## src/rtl/alu_wb_pkg.sv

```systemverilog
// Shared widths and FIFO operation encoding for the ALU writeback slice.
// Width defines are guarded so an existing globalVariables.v definition takes precedence.
`ifndef DATA_WIDTH
`define DATA_WIDTH 32
`endif
`ifndef REG_ADDR_WIDTH
`define REG_ADDR_WIDTH 5
`endif

package alu_wb_pkg;

  typedef enum logic [1:0] {
    OP_IDLE = 2'b00,
    OP_POP  = 2'b01,
    OP_PUSH = 2'b10,
    OP_BOTH = 2'b11
  } fifoOp_t;

  function automatic fifoOp_t decodeOp(input logic push, input logic pop);
    return fifoOp_t'({push, pop});
  endfunction

endpackage

```

## src/rtl/alu_wb_fifo.sv

```systemverilog
// Two-entry result buffer: storage, 1-bit wrapping pointers, occupancy and
// per-entry forwarding match flags.
module alu_wb_fifo
  import alu_wb_pkg::*;
#(
  parameter int DATA_WIDTH     = `DATA_WIDTH,
  parameter int REG_ADDR_WIDTH = `REG_ADDR_WIDTH
) (
  input  logic                           clk,
  input  logic                           reset_n,
  input  logic                           push,
  input  logic                           pop,
  input  logic [DATA_WIDTH-1:0]          pushData,
  input  logic [REG_ADDR_WIDTH-1:0]      pushRd,
  input  logic [REG_ADDR_WIDTH-1:0]      fwdRd,
  output logic [DATA_WIDTH-1:0]          headData,
  output logic [REG_ADDR_WIDTH-1:0]      headRd,
  output logic [1:0]                     count,
  output logic [1:0]                     match,
  output logic [1:0][DATA_WIDTH-1:0]     entryData,
  output logic                           wrPtr
);

  logic [1:0][DATA_WIDTH-1:0]     dataMem;
  logic [1:0][REG_ADDR_WIDTH-1:0] rdMem;
  logic                           rdPtr;
  logic [1:0]                     entryValid;

  // NOTE: state uses non-blocking assignments so every register samples
  // pre-edge values regardless of statement order.
  // NOTE: the storage is reset as well, because the head entry drives the
  // write-port data directly and must read as zero out of reset.
  always_ff @(posedge clk or negedge reset_n) begin
    if (!reset_n) begin
      dataMem <= '0;
      rdMem   <= '0;
      wrPtr   <= 1'b0;
      rdPtr   <= 1'b0;
      count   <= 2'd0;
    end else begin
      if (push) begin
        dataMem[wrPtr] <= pushData;
        rdMem[wrPtr]   <= pushRd;
        wrPtr          <= ~wrPtr;
      end
      if (pop) begin
        rdPtr <= ~rdPtr;
      end
      case (decodeOp(push, pop))
        OP_PUSH: count <= count + 2'd1;
        OP_POP:  count <= count - 2'd1;
        default: count <= count;
      endcase
    end
  end

  // NOTE: every combinational output gets a default first, so no path can
  // leave it unassigned and infer a latch.
  always_comb begin
    entryValid = '0;
    case (count)
      2'd2:    entryValid = 2'b11;
      2'd1:    entryValid[rdPtr] = 1'b1;
      default: entryValid = '0;
    endcase
  end

  always_comb begin
    match = '0;
    for (int i = 0; i < 2; i++) begin
      match[i] = entryValid[i] && (rdMem[i] == fwdRd);
    end
  end

  assign headData  = dataMem[rdPtr];
  assign headRd    = rdMem[rdPtr];
  assign entryData = dataMem;

endmodule

```

## src/rtl/alu_writeback.sv

```systemverilog
// ALU result writeback stage: buffers results for the register-file write
// port, drops writes to x0 and forwards the youngest buffered match.
module alu_writeback
  import alu_wb_pkg::*;
#(
  parameter int DATA_WIDTH     = `DATA_WIDTH,
  parameter int REG_ADDR_WIDTH = `REG_ADDR_WIDTH,
  parameter int DEPTH          = 2
) (
  input  logic                      clk,
  input  logic                      reset_n,
  input  logic                      inValid,
  output logic                      inReady,
  input  logic [DATA_WIDTH-1:0]     inData,
  input  logic [REG_ADDR_WIDTH-1:0] inRd,
  output logic                      wbValid,
  input  logic                      wbReady,
  output logic [DATA_WIDTH-1:0]     wbData,
  output logic [REG_ADDR_WIDTH-1:0] wbRd,
  input  logic [REG_ADDR_WIDTH-1:0] fwdRd,
  output logic                      fwdHit,
  output logic [DATA_WIDTH-1:0]     fwdData,
  output logic [1:0]                occupancy
);

  logic                       push;
  logic                       pop;
  logic [1:0]                 match;
  logic [1:0][DATA_WIDTH-1:0] entryData;
  logic                       wrPtr;
  logic                       youngSlot;

  // Ready is a pure function of registered state (and reset), never of valid.
  assign inReady = reset_n && (occupancy != 2'(DEPTH));
  assign wbValid = (occupancy != 2'd0);
  assign push    = inValid && inReady && (inRd != '0);
  assign pop     = wbValid && wbReady;

  alu_wb_fifo #(
    .DATA_WIDTH     (DATA_WIDTH),
    .REG_ADDR_WIDTH (REG_ADDR_WIDTH)
  ) u_fifo (
    .clk       (clk),
    .reset_n   (reset_n),
    .push      (push),
    .pop       (pop),
    .pushData  (inData),
    .pushRd    (inRd),
    .fwdRd     (fwdRd),
    .headData  (wbData),
    .headRd    (wbRd),
    .count     (occupancy),
    .match     (match),
    .entryData (entryData),
    .wrPtr     (wrPtr)
  );

  // The slot just behind the write pointer holds the most recent entry.
  assign youngSlot = ~wrPtr;

  always_comb begin
    fwdHit  = 1'b0;
    fwdData = '0;
    if (fwdRd != '0) begin
      if (match[youngSlot]) begin
        fwdHit  = 1'b1;
        fwdData = entryData[youngSlot];
      end else if (match[wrPtr]) begin
        fwdHit  = 1'b1;
        fwdData = entryData[wrPtr];
      end
    end
  end

endmodule

```

## config.mk

```make
export PLATFORM = sky130hd
export DESIGN_NAME = alu_writeback
export DESIGN_NICKNAME = d
export VERILOG_FILES = /design/src/rtl/alu_wb_pkg.sv /design/src/rtl/alu_wb_fifo.sv /design/src/rtl/alu_writeback.sv
export SDC_FILE = /design/constraint.sdc
export NUM_CORES = 1
export LEC_CHECK = 0
export BUFFER_PORTS_ARGS = -buffer_cell sky130_fd_sc_hd__buf_4
export CORE_UTILIZATION = 36
export CTS_CLUSTER_DIAMETER = 200
export DETAILED_ROUTE_END_ITERATION = 12
export SKIP_LAST_GASP = 1
export SYNTH_ARGS = -nofsm -noshare
export SYNTH_HDL_FRONTEND = slang
export SYNTH_SLANG_ARGS = --single-unit
export TNS_END_PERCENT = 10
```

## constraint.sdc

```tcl
create_clock -name clk -period 3.67 [get_ports clk]
set_input_delay 0.1835 -clock clk [delete_from_list [all_inputs] [get_ports clk]]
set_output_delay 0.1835 -clock clk [all_outputs]
set_load 0.02 [all_outputs]
```

==> results of run 1 <==
==> path summary, 6_finish.rpt <==
| path | endpoint | slack (ns) | cells after the start |
|---|---|---|---|
| hold / removal | u_fifo.entryData[47]$_DFFE_PN0P_ | 0.08 | 2 |
| setup reg to reg | u_fifo.entryData[45]$_DFFE_PN0P_ | 1.54 | 7 |
| max in group asynchronous | u_fifo.rdPtr$_DFFE_PN0P_ | 2.83 | 2 |
| min in group asynchronous | u_fifo.count[0]$_DFFE_PN0P_ | 0.10 | 2 |
| setup / recovery | fwdData[11] | 0.44 | 8 |
| hold reg to reg | u_fifo.entryData[49]$_DFFE_PN0P_ | 0.51 | 1 |
==> registers in the layout, summed over array words and instances, names as in the netlist <==
| signal | cells |
|---|---|
| u_fifo.rdMem | 10 |
| u_fifo.count | 2 |
| u_fifo.rdPtr | 1 |
| u_fifo.wrPtr | 1 |
| u_fifo.entryData | 64 |
==> power by group <==
part / internal (mW) / switching, mW / total [mW]
clock network: 0.560 / 0.334 / 0.894
logic: 1.32 / 1.13 / 2.45
registers: 1.31 / 0.391 / 1.70
==> cells in the final DEF (no fill, tap or decap) <==
cell and n:
sky130_fd_sc_hd__a21boi_1 1, sky130_fd_sc_hd__ha_1 4, sky130_fd_sc_hd__or4_4 1, sky130_fd_sc_hd__a21oi_1 2, sky130_fd_sc_hd__nand4_1 2, sky130_fd_sc_hd__or4_1 1
sky130_fd_sc_hd__xnor2_1 10, sky130_fd_sc_hd__nand2_4 1, sky130_fd_sc_hd__clkbuf_8 2, sky130_fd_sc_hd__nor4_1 1, sky130_fd_sc_hd__a21o_1 1, sky130_fd_sc_hd__xor2_1 4
sky130_fd_sc_hd__inv_1 5, sky130_fd_sc_hd__mux2_2 37, sky130_fd_sc_hd__dfrtp_2 1, sky130_fd_sc_hd__mux2_1 44, sky130_fd_sc_hd__clkinv_2 3, sky130_fd_sc_hd__nor3_1 1
sky130_fd_sc_hd__o22ai_1 32, sky130_fd_sc_hd__clkbuf_1 1, sky130_fd_sc_hd__dfrtp_1 77, sky130_fd_sc_hd__nor2_1 1, sky130_fd_sc_hd__o21ai_4 1, sky130_fd_sc_hd__nand2_2 1
sky130_fd_sc_hd__o21ai_0 1, sky130_fd_sc_hd__buf_4 125, sky130_fd_sc_hd__mux2_4 30, sky130_fd_sc_hd__inv_2 1, sky130_fd_sc_hd__bufinv_16 1, sky130_fd_sc_hd__o211ai_4 1
sky130_fd_sc_hd__nor2_4 1, sky130_fd_sc_hd__nor2b_1 2, sky130_fd_sc_hd__nand2_1 65, sky130_fd_sc_hd__clkbuf_16 9
==> kinds of logic after synthesis <==
family / after synthesis
AOI/OAI and AO/OA: 39
xor gates and xnor gates: 14
adders and majority gates: 4
DFF: 78
muxes: 111
buffers and inverters: 30
and+or+nand+nor: 77
==> layout make-up <==
type | count | area [sq um] | share of cell area [%]
multi-input combinational | 245 | 2130 | 38.6
tap | 143 | 179 | 3.24
inverter | 6 | 22.5 | 0.407
clock inverter | 4 | 45.0 | 0.815
clock buffer | 12 | 256 | 4.64
sequential | 78 | 1950 | 35.3
timing repair buffer | 125 | 938 | 17.0
==> metal layers <==
layer  wire [um]  GRT usage, %  vias up
met5           0             0        -
li1            -             -     1473
met4         216          7.42        0
met3         514          3.94       16
met2        4900          27.6       83
met1        4550          23.2     1536
==> critical path, stage by stage (launching register included) <==
cell and delay, ns:
sky130_fd_sc_hd__dfrtp_1 0.40, sky130_fd_sc_hd__inv_1 0.08, sky130_fd_sc_hd__ha_1 0.33, sky130_fd_sc_hd__nand4_1 0.09, sky130_fd_sc_hd__or4_1 0.62, sky130_fd_sc_hd__o21ai_4 0.60
sky130_fd_sc_hd__buf_4 0.32, sky130_fd_sc_hd__o22ai_1 0.10, sky130_fd_sc_hd__buf_4 0.18
==> tab_implementation.tex, run 1 <==
\begin{tabular}{lr}
\hline
Metric & Value \\
\hline
\multicolumn{2}{l}{\textbf{Finish}} \\
\quad Area growth from synthesis to layout & 30.9\% \\
\quad Final Util & 48.4\% \\
\quad Post-layout net count & 515 \\
\quad Diodes inserted & 0 \\
\quad Area of all placed cells without fillers & 0.00553 sq mm \\
\quad Ratio of cells with drive above 1 in the final layout & 45.7\% \\
\quad Number of filler instances in the final layout & 1076 \\
\quad Non-filler cells, final & 613 \\
\multicolumn{2}{l}{\textbf{Yosys}} \\
\quad Post-synthesis sequential element count & 78 \\
\quad Post-synthesis sequential area ratio & 46.2\% \\
\quad Leading area contributor after synthesis & sky130\_fd\_sc\_hd\_\_dfrtp\_1 \\
\quad Commonest cells in the netlist & 78 x sky130\_fd\_sc\_hd\_\_dfrtp\_1, 66 x sky130\_fd\_sc\_hd\_\_nand2\_1, 44 x sky130\_fd\_sc\_hd\_\_mux2\_1, 37 x sky130\_fd\_sc\_hd\_\_mux2\_2, 32 x sky130\_fd\_sc\_hd\_\_o22ai\_1 \\
\quad Number of nets in the synthesized netlist & 403 \\
\quad Portion of netlist area occupied by mux cells & 32.2\% \\
\quad Syn\_area\_per\_cell & 12.0 sq um \\
\quad Compound-cell area share of the yosys netlist & 6.16\% \\
\quad Gate count of the mapped netlist & 353 \\
\quad Main combinational cell family by area after synthesis & multiplexers \\
\quad Predominant post-synthesis flop cell & sky130\_fd\_sc\_hd\_\_dfrtp\_1 \\
\quad Area share of fa/ha/maj cells after synthesis & 1.18\% \\
\quad Leading cell type by number of instances after synthesis & sky130\_fd\_sc\_hd\_\_dfrtp\_1 \\
\quad Post-synth EDFFs & 0 \\
\quad Area share of the leading cell type in the synthesized netlist & 46.2\% \\
\quad Post-synthesis simple-gate area fraction & 7.67\% \\
\quad Summed instance area of the synthesized netlist & 0.00423 sq mm \\
\quad Asr flop ratio synth & 100\% \\
\quad Synth warnings & 0 \\
\quad Xor/xnor cell area share of the yosys netlist & 2.90\% \\
\quad Dominant cells by area after synthesis & sky130\_fd\_sc\_hd\_\_dfrtp\_1 46\%, sky130\_fd\_sc\_hd\_\_mux2\_1 12\%, sky130\_fd\_sc\_hd\_\_mux2\_4 11\% \\
\quad Netlist cell types & 30 \\
\multicolumn{2}{l}{\textbf{Placement}} \\
\quad Number of placed instances, taps included & 597 \\
\quad Pre-CTS WS & 0.746 ns \\
\quad Final HPWL DP & 6810 um \\
\quad Quantity of I/O buffers inserted on ports & 119 \\
\quad Instance area at placement & 0.00523 sq mm \\
\quad Weighted congestion at the end of routability-driven global placement & 0.743 \\
\multicolumn{2}{l}{\textbf{Setup path}} \\
\quad Worst reg2reg path startpoint & u\_fifo.count[0]\$\_DFFE\_PN0P\_ \\
\quad Critical path origin & u\_fifo.count[0]\$\_DFFE\_PN0P\_ \\
\quad Type of the worst setup path & flop to output pin \\
\quad Startpoint type of the worst setup path & flop \\
\quad Endpoint type of the worst setup path & output pin \\
\quad CP Data Required Time & 3.49 ns \\
\quad Critical path arrival & 3.05 ns \\
\quad Worst-path fanout max & 23 \\
\multicolumn{2}{l}{\textbf{Pwr}} \\
\quad Total power draw & 5.04 mW \\
\quad Leakage power & 2.67 nW \\
\quad Peak supply drop & 0.436 mV \\
\quad Power per Cell Area & 912 mW/mm\^{}2 \\
\multicolumn{2}{l}{\textbf{Routing}} \\
\quad DRC viols & 0 \\
\quad DR vias/cell & 5.07 \\
\quad First-iteration detailed-routing DRC count & 92 \\
\quad Routed len/inst & 16.6 um \\
\quad Pre-antenna DRT Iters & 4 \\
\quad Routed via count & 3108 \\
\quad Post-DRT Antenna Nets & 0 \\
\quad Final WL & 10200 um \\
\multicolumn{2}{l}{\textbf{Floorplanning}} \\
\quad Floorplan die width & 110 um \\
\quad Initial Utilization & 37.0\% \\
\quad I/O Pins & 120 \\
\quad Placeable core area & 0.0114 sq mm \\
\quad Die area & 0.0122 sq mm \\
\quad Standard-cell rows & 39 \\
\quad Chip height & 110 um \\
\multicolumn{2}{l}{\textbf{Clock network}} \\
\quad Clock tree root buffer cell & sky130\_fd\_sc\_hd\_\_clkbuf\_16 \\
\quad CTS tree & done \\
\quad Number of levels in the clock H-tree & 3 \\
\quad Clock Latency Late Sink & 0.33 ns \\
\quad Number of post-CTS setup repair buffers & 0 \\
\quad Inserted Clock Buffers & 9 \\
\quad Post\_cts resized & 0 \\
\quad Clock transition at path regs & 0.06 ns \\
\quad Max Buffers Root-to-Sink & 2 \\
\quad Count of hold-fix buffers inserted at cts & 0 \\
\quad Total number of clock tree sinks & 78 \\
\multicolumn{2}{l}{\textbf{Min path}} \\
\quad Worst Hold Launch & inData[15] \\
\quad HP Class & primary input to flop \\
\multicolumn{2}{l}{\textbf{Run}} \\
\quad Reported max-cap violation count & 0 \\
\multicolumn{2}{l}{\textbf{Timing}} \\
\quad Slew Viols, Final & 0 \\
\quad Total Neg Setup Slack & 0 ns \\
\quad Post-layout min period & 3.23 ns \\
\quad Maximum clock rate & 309 MHz \\
\quad RSZ-0062 raised after global routing & no \\
\quad Final cycle utilization of the critical path & 88.0\% \\
\quad Layout Skew & 0.00633 ns \\
\quad Final hold slack & 0.0788 ns \\
\quad Final-report hold violation count & 0 \\
\quad Relative slew slack & 22.1\% \\
\quad Count of final setup violators & 0 \\
\quad Slew of the pin with the lowest slew margin & 1.16 ns \\
\quad Slack of the critical path & 0.439 ns \\
\multicolumn{2}{l}{\textbf{Global route}} \\
\quad Total global routing track utilization & 17.5\% \\
\quad First-pass GRT wire length & 16100 um \\
\quad Vias in the first global route & 3153 \\
\quad Number of antenna violations at the first check in global routing & 0 \\
\quad Leftover overflow at the end of global routing & 0 \\
\quad Pin count of the biggest net entering global routing & 79 \\
\multicolumn{2}{l}{\textbf{Outcome}} \\
\quad Outcome & finished, final reports clean \\
\hline
\end{tabular}
No activity file was read; power rests on OpenSTA's default activity.
==> run 2, diff against run 1 <==
Settings changed: GPL_TIMING_DRIVEN from default to 0.
==> tab_implementation.tex, run 2 (synthesis results as in run 1) <==
\begin{tabular}{lr}
\hline
Metric & Value \\
\hline
\multicolumn{2}{l}{\textbf{Outcome}} \\
\quad Outcome & complete, but fails checks (was finished, final reports clean) \\
\quad Violated checks & hold timing \\
\multicolumn{2}{l}{\textbf{Setup path}} \\
\quad Endpoint type of the worst setup path & output pin (unchanged) \\
\quad Slowest cell on crit path & sky130\_fd\_sc\_hd\_\_or4\_1 (unchanged) \\
\quad CP Data Required Time & 3.49 ns (about the same) \\
\quad Type of the worst setup path & flop to output pin (unchanged) \\
\quad Worst-path fanout max & 10 (was 23) \\
\quad Delay contributed by the slowest stage of the critical path & 0.61 ns (was 0.62 ns) \\
\quad Critical path arrival & 2.76 ns (was 3.05 ns) \\
\quad Crit path cell chain & inv\_1 -> ha\_1 -> nand4\_1 -> or4\_1 -> a21o\_1 -> buf\_2 -> o22ai\_1 -> buf\_4 (was inv\_1 -> ha\_1 -> nand4\_1 -> or4\_1 -> o21ai\_4 -> buf\_4 -> o22ai\_1 -> buf\_4) \\
\quad Startpoint type of the worst setup path & flop (unchanged) \\
\multicolumn{2}{l}{\textbf{Finish}} \\
\quad Commonest cells after routing, fill and taps aside & 122 x sky130\_fd\_sc\_hd\_\_buf\_4, 78 x sky130\_fd\_sc\_hd\_\_dfrtp\_1, 66 x sky130\_fd\_sc\_hd\_\_nand2\_1 (was 125 x sky130\_fd\_sc\_hd\_\_buf\_4, 77 x sky130\_fd\_sc\_hd\_\_dfrtp\_1, 65 x sky130\_fd\_sc\_hd\_\_nand2\_1) \\
\quad Most common cell after layout, fill and taps aside & sky130\_fd\_sc\_hd\_\_buf\_4 (unchanged) \\
\quad Number of filler instances in the final layout & 1067 (was 1076) \\
\quad Post-layout net count & 533 (was 515) \\
\quad Area growth from synthesis to layout & 32.0\% (was 30.9\%) \\
\quad Area of all placed cells without fillers & 0.00558 sq mm (was 0.00553 sq mm) \\
\quad Ratio of cells with drive above 1 in the final layout & 44.9\% (was 45.7\%) \\
\quad Diodes inserted & 0 (unchanged) \\
\quad Final Util & 48.8\% (was 48.4\%) \\
\quad Max FFs per register & 64 (unchanged) \\
\multicolumn{2}{l}{\textbf{Routing}} \\
\quad First-iteration detailed-routing DRC count & 105 (was 92) \\
\quad DR vias/cell & 5.01 (was 5.07) \\
\quad Pre-antenna DRT Iters & 4 (unchanged) \\
\quad Routed via count & 3163 (was 3108) \\
\quad Post-DRT Antenna Nets & 0 (unchanged) \\
\quad Final WL & 11100 um (was 10200 um) \\
\quad DRC viols & 0 (unchanged) \\
\quad Routed len/inst & 17.6 um (was 16.6 um) \\
\multicolumn{2}{l}{\textbf{Placement}} \\
\quad Instance area at placement & 0.00530 sq mm (was 0.00523 sq mm) \\
\quad Weighted congestion at the end of routability-driven global placement & 0.742 (was 0.743) \\
\quad Quantity of I/O buffers inserted on ports & 119 (unchanged) \\
\quad Final HPWL DP & 7560 um (was 6810 um) \\
\multicolumn{2}{l}{\textbf{Clock network}} \\
\quad Number of levels in the clock H-tree & 3 (unchanged) \\
\quad Total number of clock tree sinks & 78 (unchanged) \\
\quad Post\_cts resized & 0 (unchanged) \\
\quad Inserted Clock Buffers & 9 (unchanged) \\
\quad Max Buffers Root-to-Sink & 2 (unchanged) \\
\quad Clock Latency Late Sink & 0.33 ns (about the same) \\
\quad CTS tree & done (unchanged) \\
\quad Clock tree root buffer cell & sky130\_fd\_sc\_hd\_\_clkbuf\_16 (unchanged) \\
\quad Clock transition at path regs & 0.06 ns (about the same) \\
\quad Number of post-CTS setup repair buffers & 0 (unchanged) \\
\quad Count of hold-fix buffers inserted at cts & 0 (unchanged) \\
\multicolumn{2}{l}{\textbf{Timing}} \\
\quad RSZ-0062 raised after global routing & no (unchanged) \\
\quad Slew Viols, Final & 0 (unchanged) \\
\quad Final cycle utilization of the critical path & 80.1\% (was 88.0\%) \\
\quad Layout Skew & 0.00763 ns (was 0.00633 ns) \\
\quad Count of final setup violators & 0 (unchanged) \\
\quad Maximum clock rate & 340 MHz (was 309 MHz) \\
\quad Slew of the pin with the lowest slew margin & 1.03 ns (was 1.16 ns) \\
\quad Final hold slack & -0.0105 ns (was 0.0788 ns) \\
\quad Final-report hold violation count & 2 (was 0) \\
\quad Relative slew slack & 31.2\% (was 22.1\%) \\
\quad Total Neg Setup Slack & 0 ns (unchanged) \\
\quad Post-layout min period & 2.94 ns (was 3.23 ns) \\
\multicolumn{2}{l}{\textbf{Global route}} \\
\quad Leftover overflow at the end of global routing & 0 (unchanged) \\
\quad Number of antenna violations at the first check in global routing & 0 (unchanged) \\
\quad Pin count of the biggest net entering global routing & 80 (was 79) \\
\quad First-pass GRT wire length & 17200 um (was 16100 um) \\
\quad Total global routing track utilization & 18.9\% (was 17.5\%) \\
\quad Vias in the first global route & 3312 (was 3153) \\
\multicolumn{2}{l}{\textbf{Run}} \\
\quad Reported max-cap violation count & 0 (unchanged) \\
\multicolumn{2}{l}{\textbf{Floorplanning}} \\
\quad Placeable core area & 0.0114 sq mm (unchanged) \\
\quad Chip height & 110 um (unchanged) \\
\quad Die area & 0.0122 sq mm (unchanged) \\
\quad Floorplan die width & 110 um (unchanged) \\
\quad Standard-cell rows & 39 (unchanged) \\
\quad I/O Pins & 120 (unchanged) \\
\quad Initial Utilization & 37.0\% (unchanged) \\
\multicolumn{2}{l}{\textbf{Pwr}} \\
\quad Peak supply drop & 0.376 mV (was 0.436 mV) \\
\quad Power per Cell Area & 899 mW/mm\^{}2 (was 912 mW/mm\^{}2) \\
\quad Leakage power & 2.67 nW (about the same) \\
\quad Total power draw & 5.01 mW (was 5.04 mW) \\
\multicolumn{2}{l}{\textbf{Min path}} \\
\quad HP Class & primary input to asynchronous set/reset pin (was primary input to flop) \\
\hline
\end{tabular}
[run 2: cell types whose count changed in the layout (fill, tap and decap cells not counted), moves of 2 or more]
cell / change
sky130_fd_sc_hd__buf_2: +6
sky130_fd_sc_hd__buf_4: -3
sky130_fd_sc_hd__buf_6: +3
sky130_fd_sc_hd__clkbuf_1: +12
sky130_fd_sc_hd__clkinv_2: -2
sky130_fd_sc_hd__clkinvlp_4: +4
[run 2: area by class of cell]
cell class,count,area [sq um],area share (%)
multi-input cells,245,2120,38.0
clock inverters,5,35.0,0.628
clock buffers,11,243,4.35
well taps,143,179,3.21
repair buffers,119,893,16.0
flip-flops and latches,78,1950,35.0
inverters,6,22.5,0.404
plain buffers,24,131,2.36
[run 2: report_power, final]
group          switching, mW  internal [mW]
clock network          0.358          0.476
logic                   1.20           1.34
registers              0.339           1.31
[run 2: stage by stage]
step	worst slack [ns]	std cells
2_1_floorplan	1.19	353
3_3_place_gp	0.790	615
3_5_place_dp	0.710	615
4_1_cts	0.695	631
5_1_grt	0.568	631
6_report	0.730	631
[run 2: routing by layer]
layer | wire (um) | up-vias | part of all wire (%) | GRT usage [%]
li1 | - | 1501 | - | -
met1 | 5020 | 1557 | 45 | 25.2
met2 | 5320 | 91 | 48 | 29.9
met3 | 565 | 14 | 5.1 | 5.00
met4 | 189 | 0 | 1.7 | 6.02
met5 | 0 | - | 0 | 0
[run 2: path summary, 6_finish.rpt]
path	start	end	slack [ns]	depth (start not counted)
min	reset_n	u_fifo.count[0]$_DFFE_PN0P_	-0.01	1
min in group clk	inData[15]	u_fifo.entryData[47]$_DFFE_PN0P_	0.07	2
max reg2reg	u_fifo.count[0]$_DFFE_PN0P_	u_fifo.rdMem[2]$_DFFE_PN0P_	1.18	7
max	u_fifo.count[0]$_DFFE_PN0P_	fwdData[25]	0.73	8
max in group asynchronous	reset_n	u_fifo.entryData[16]$_DFFE_PN0P_	2.97	1
min reg2reg	u_fifo.entryData[17]$_DFFE_PN0P_	u_fifo.entryData[17]$_DFFE_PN0P_	0.51	1
[run 2: critical path: cells and delay by family, from the launching register on]
kind | cells | cell delay, ns
and+or+nand+nor | 2 | 0.70
AOI/OAI and AO/OA | 2 | 0.50
buffers and inverters | 3 | 0.48
DFF | 1 | 0.41
adders and majority gates | 1 | 0.33
==> run 3, diff against run 2 <==
Clock period 3.67 ns to 2.35 ns, I/O delays scaled along.
==> tab_implementation.tex, run 3 (synthesis results as in run 1) <==
\begin{tabular}{lr}
\hline
Metric & Value \\
\hline
\multicolumn{2}{l}{\textbf{Setup path}} \\
\quad Critical path arrival & 2.41 ns (was 2.76 ns) \\
\quad Worst reg2reg path startpoint & u\_fifo.count[1]\$\_DFFE\_PN0P\_ (was u\_fifo.count[0]\$\_DFFE\_PN0P\_) \\
\quad Worst-path fanout max & 10 (unchanged) \\
\quad Internal reg-to-reg setup slack & -0.05 ns (was 1.18 ns) \\
\quad Type of the worst setup path & flop to output pin (unchanged) \\
\quad Endpoint of the lowest-slack register-to-register path & u\_fifo.entryData[29]\$\_DFFE\_PN0P\_ (was u\_fifo.rdMem[2]\$\_DFFE\_PN0P\_) \\
\quad Critical path endpoint & fwdData[20] (was fwdData[25]) \\
\quad Most used cell along the critical path & sky130\_fd\_sc\_hd\_\_buf\_4 \\
\quad Endpoint type of the worst setup path & output pin (unchanged) \\
\quad Depth of the worst register-to-register path & 7 (unchanged) \\
\quad Delay contributed by the slowest stage of the critical path & 0.55 ns (was 0.61 ns) \\
\quad Critical path origin & u\_fifo.count[1]\$\_DFFE\_PN0P\_ (was u\_fifo.count[0]\$\_DFFE\_PN0P\_) \\
\quad Kind of cell with the highest combined delay on the critical path & simple AND/OR/NAND/NOR gates (unchanged) \\
\quad CP Data Required Time & 2.23 ns (was 3.49 ns) \\
\quad Cell depth of the worst setup path & 8 (unchanged) \\
\quad WP buf/inv & 3 (unchanged) \\
\quad Slowest cell on crit path & sky130\_fd\_sc\_hd\_\_or4\_4 (was sky130\_fd\_sc\_hd\_\_or4\_1) \\
\quad Startpoint type of the worst setup path & flop (unchanged) \\
\quad Crit path cell chain & buf\_4 -> ha\_2 -> a21oi\_1 -> or4\_4 -> a21o\_4 -> buf\_6 -> o22ai\_2 -> buf\_4 (was inv\_1 -> ha\_1 -> nand4\_1 -> or4\_1 -> a21o\_1 -> buf\_2 -> o22ai\_1 -> buf\_4) \\
\multicolumn{2}{l}{\textbf{Routing}} \\
\quad Met2 wire length & 5510 um (was 5320 um) \\
\quad Routed len/inst & 17.6 um (about the same) \\
\quad Uppermost layer routed & met4 (unchanged) \\
\quad Metal3 WL & 439 um (was 565 um) \\
\quad Post-DRT Antenna Nets & 0 (unchanged) \\
\quad First-iteration detailed-routing DRC count & 101 (was 105) \\
\quad Final WL & 11100 um (about the same) \\
\quad Wire length on met1 & 4980 um (was 5020 um) \\
\quad Routed via count & 3196 (was 3163) \\
\quad DR vias/cell & 5.05 (was 5.01) \\
\quad Pre-antenna DRT Iters & 4 (unchanged) \\
\quad DRC viols & 0 (unchanged) \\
\multicolumn{2}{l}{\textbf{Finish}} \\
\quad Area growth from synthesis to layout & 38.9\% (was 32.0\%) \\
\quad Commonest cells after routing, fill and taps aside & 116 x sky130\_fd\_sc\_hd\_\_buf\_4, 78 x sky130\_fd\_sc\_hd\_\_dfrtp\_1, 66 x sky130\_fd\_sc\_hd\_\_nand2\_1 (was 122 x sky130\_fd\_sc\_hd\_\_buf\_4, 78 x sky130\_fd\_sc\_hd\_\_dfrtp\_1, 66 x sky130\_fd\_sc\_hd\_\_nand2\_1) \\
\quad Max FFs per register & 64 (unchanged) \\
\quad Ratio of cells with drive above 1 in the final layout & 50.6\% (was 44.9\%) \\
\quad Most common cell after layout, fill and taps aside & sky130\_fd\_sc\_hd\_\_buf\_4 (unchanged) \\
\quad Area of all placed cells without fillers & 0.00587 sq mm (was 0.00558 sq mm) \\
\quad Non-filler cells, final & 633 (was 631) \\
\quad Diodes inserted & 0 (unchanged) \\
\quad Post-layout net count & 536 (was 533) \\
\multicolumn{2}{l}{\textbf{Clock network}} \\
\quad Count of hold-fix buffers inserted at cts & 1 (was 0) \\
\quad Max Buffers Root-to-Sink & 2 (unchanged) \\
\quad Number of levels in the clock H-tree & 3 (unchanged) \\
\quad Clock Latency Late Sink & 0.33 ns (about the same) \\
\quad Inserted Clock Buffers & 9 (unchanged) \\
\quad CTS tree & done (unchanged) \\
\quad Clock tree root buffer cell & sky130\_fd\_sc\_hd\_\_clkbuf\_16 (unchanged) \\
\quad Clock transition at path regs & 0.06 ns (about the same) \\
\quad Total number of clock tree sinks & 78 (unchanged) \\
\multicolumn{2}{l}{\textbf{Floorplanning}} \\
\quad I/O Pins & 120 (unchanged) \\
\quad Placeable core area & 0.0114 sq mm (unchanged) \\
\quad Floorplan die width & 110 um (unchanged) \\
\quad Standard-cell rows & 39 (unchanged) \\
\quad Die area & 0.0122 sq mm (unchanged) \\
\quad Initial Utilization & 37.0\% (unchanged) \\
\quad Chip height & 110 um (unchanged) \\
\multicolumn{2}{l}{\textbf{Timing}} \\
\quad Post-layout min period & 2.53 ns \\
\quad Slew of the pin with the lowest slew margin & 0.745 ns (was 1.03 ns) \\
\quad Final-report hold violation count & 78 (was 2) \\
\quad Final hold slack & -0.186 ns (was -0.0105 ns) \\
\quad Slack of the critical path & -0.180 ns (was 0.730 ns) \\
\quad Layout Skew & 0.00403 ns (was 0.00763 ns) \\
\quad Maximum clock rate & 395 MHz \\
\quad Slew Viols, Final & 0 (unchanged) \\
\quad Final cycle utilization of the critical path & 108\% \\
\quad Total Neg Setup Slack & -5.80 ns (was 0 ns) \\
\quad Count of final setup violators & 62 (was 0) \\
\quad Relative slew slack & 50.3\% (was 31.2\%) \\
\quad RSZ-0062 raised after global routing & yes (was no) \\
\multicolumn{2}{l}{\textbf{Placement}} \\
\quad Number of placed instances, taps included & 615 (unchanged) \\
\quad Instance area at placement & 0.00530 sq mm (about the same) \\
\quad Quantity of I/O buffers inserted on ports & 119 (unchanged) \\
\quad Final HPWL DP & 7500 um (was 7560 um) \\
\quad Weighted congestion at the end of routability-driven global placement & 0.770 (was 0.742) \\
\multicolumn{2}{l}{\textbf{Global route}} \\
\quad Number of antenna violations at the first check in global routing & 0 (unchanged) \\
\quad Leftover overflow at the end of global routing & 0 (unchanged) \\
\quad Pin count of the biggest net entering global routing & 80 (unchanged) \\
\quad First-pass GRT wire length & 17400 um (was 17200 um) \\
\quad Total global routing track utilization & 19.2\% (was 18.9\%) \\
\quad Vias in the first global route & 3405 (was 3312) \\
\multicolumn{2}{l}{\textbf{Pwr}} \\
\quad Power per Cell Area & 1380 mW/mm\^{}2 (was 899 mW/mm\^{}2) \\
\quad Switching share of total power & 37.6\% (was 37.8\%) \\
\quad Peak supply drop & 0.647 mV (was 0.376 mV) \\
\quad Combinational cell fraction of total power & 51.7\% (was 50.6\%) \\
\quad Clock group share of total power & 16.8\% (was 16.6\%) \\
\quad Power share of the sequential group & 31.5\% (was 32.8\%) \\
\quad Switching power summed over all nets & 3.05 mW (was 1.90 mW) \\
\quad Leakage power & 2.77 nW (was 2.67 nW) \\
\quad Internal Pwr Total & 5.07 mW (was 3.12 mW) \\
\multicolumn{2}{l}{\textbf{Outcome}} \\
\quad Violated checks & hold timing, setup timing (was hold timing) \\
\quad Outcome & complete, but fails checks (unchanged) \\
\multicolumn{2}{l}{\textbf{Min path}} \\
\quad HP Class & primary input to asynchronous set/reset pin (unchanged) \\
\multicolumn{2}{l}{\textbf{Run}} \\
\quad Reported max-cap violation count & 0 (unchanged) \\
\hline
\end{tabular}
[run 3: changes by cell type in the layout (fill, tap and decap cells not counted), moves of 4 or more]
cell / change
sky130_fd_sc_hd__clkinvlp_4: -4
sky130_fd_sc_hd__o22ai_1: -21
sky130_fd_sc_hd__buf_2: -6
sky130_fd_sc_hd__buf_4: -6
sky130_fd_sc_hd__buf_6: +14
sky130_fd_sc_hd__o22ai_2: +20
[run 3: worst min path at each step]
| stage | startpoint | to | slack (ns) | cells past startpoint |
|---|---|---|---|---|
| detailed placement | inData[12] | u_fifo.entryData[44]$_DFFE_PN0P_ | 0.35 | 2 |
| CTS | inData[2] | u_fifo.entryData[34]$_DFFE_PN0P_ | 0.0007 | 2 |
| global route | reset_n | u_fifo.rdMem[5]$_DFFE_PN0P_ | -0.12 | 1 |
| floorplan | reset_n | u_fifo.count[0]$_DFFE_PN0P_ | -0.18 | 0 |
| global placement | inData[13] | u_fifo.entryData[45]$_DFFE_PN0P_ | 0.34 | 2 |
| finish | reset_n | u_fifo.count[0]$_DFFE_PN0P_ | -0.19 | 1 |
[run 3: worst register-to-register path, delay by kind of cell (launching register included)]
kind            cells  cell delay, ns
simple gates        2            0.80
buf+inv             2            0.43
flops               1            0.40
mux                 1            0.32
fa+ha+maj           1            0.19
compound gates      1            0.15
[run 3: stage by stage]
step | utilization [%] | worst slack [ns] | total power [mW] | hold slack (ns)
final | 51.4 | -0.180 | 8.12 | -0.186
after global routing | 51.4 | -0.250 | 8.65 | -0.115
after CTS | 51.0 | -0.173 | 8.17 | 0.000743
after detailed placement | 46.4 | -0.492 | 6.58 | 0.347
after global placement | 46.4 | -0.475 | 6.49 | 0.341
after floorplan | - | -0.0682 | 5.19 | -0.178
[run 3: routing by layer]
layer / track usage [%] / up-vias
met2: 32.0 / 72
li1: - / 1512
met3: 3.06 / 12
met4: 7.52 / 0
met5: 0 / -
met1: 25.0 / 1600
[run 3: repair_timing]
item	4_1_cts	5_1_grt
setup buffers	2	0
gates resized for setup	44	9
endpoints found under the setup margin	93	69
pin swaps	1	0
endpoints found under the hold margin	1	78
[run 3: layout make-up]
class                           count  area (sq um)
Inverter                            6          22.5
Timing Repair Buffer              122           948
Buffer                             24           171
Multi-Input combinational cell    245          2310
Clock inverter                      1          30.0
Clock buffer                       14           254
Sequential cell                    78          1950
Fill cell                        1034          5550
Tap cell                          143           179
[run 3: power by group through the flow]
| stage | Clock (mW) | Combinational, mW | Sequential (mW) |
|---|---|---|---|
| 2_1_floorplan | 0 | 2.74 | 2.44 |
| 3_3_place_gp | 0 | 3.95 | 2.53 |
| 3_5_place_dp | 0 | 4.00 | 2.57 |
| 4_1_cts | 1.40 | 4.21 | 2.55 |
| 5_1_grt | 1.46 | 4.54 | 2.65 |
| 6_report | 1.36 | 4.20 | 2.56 |
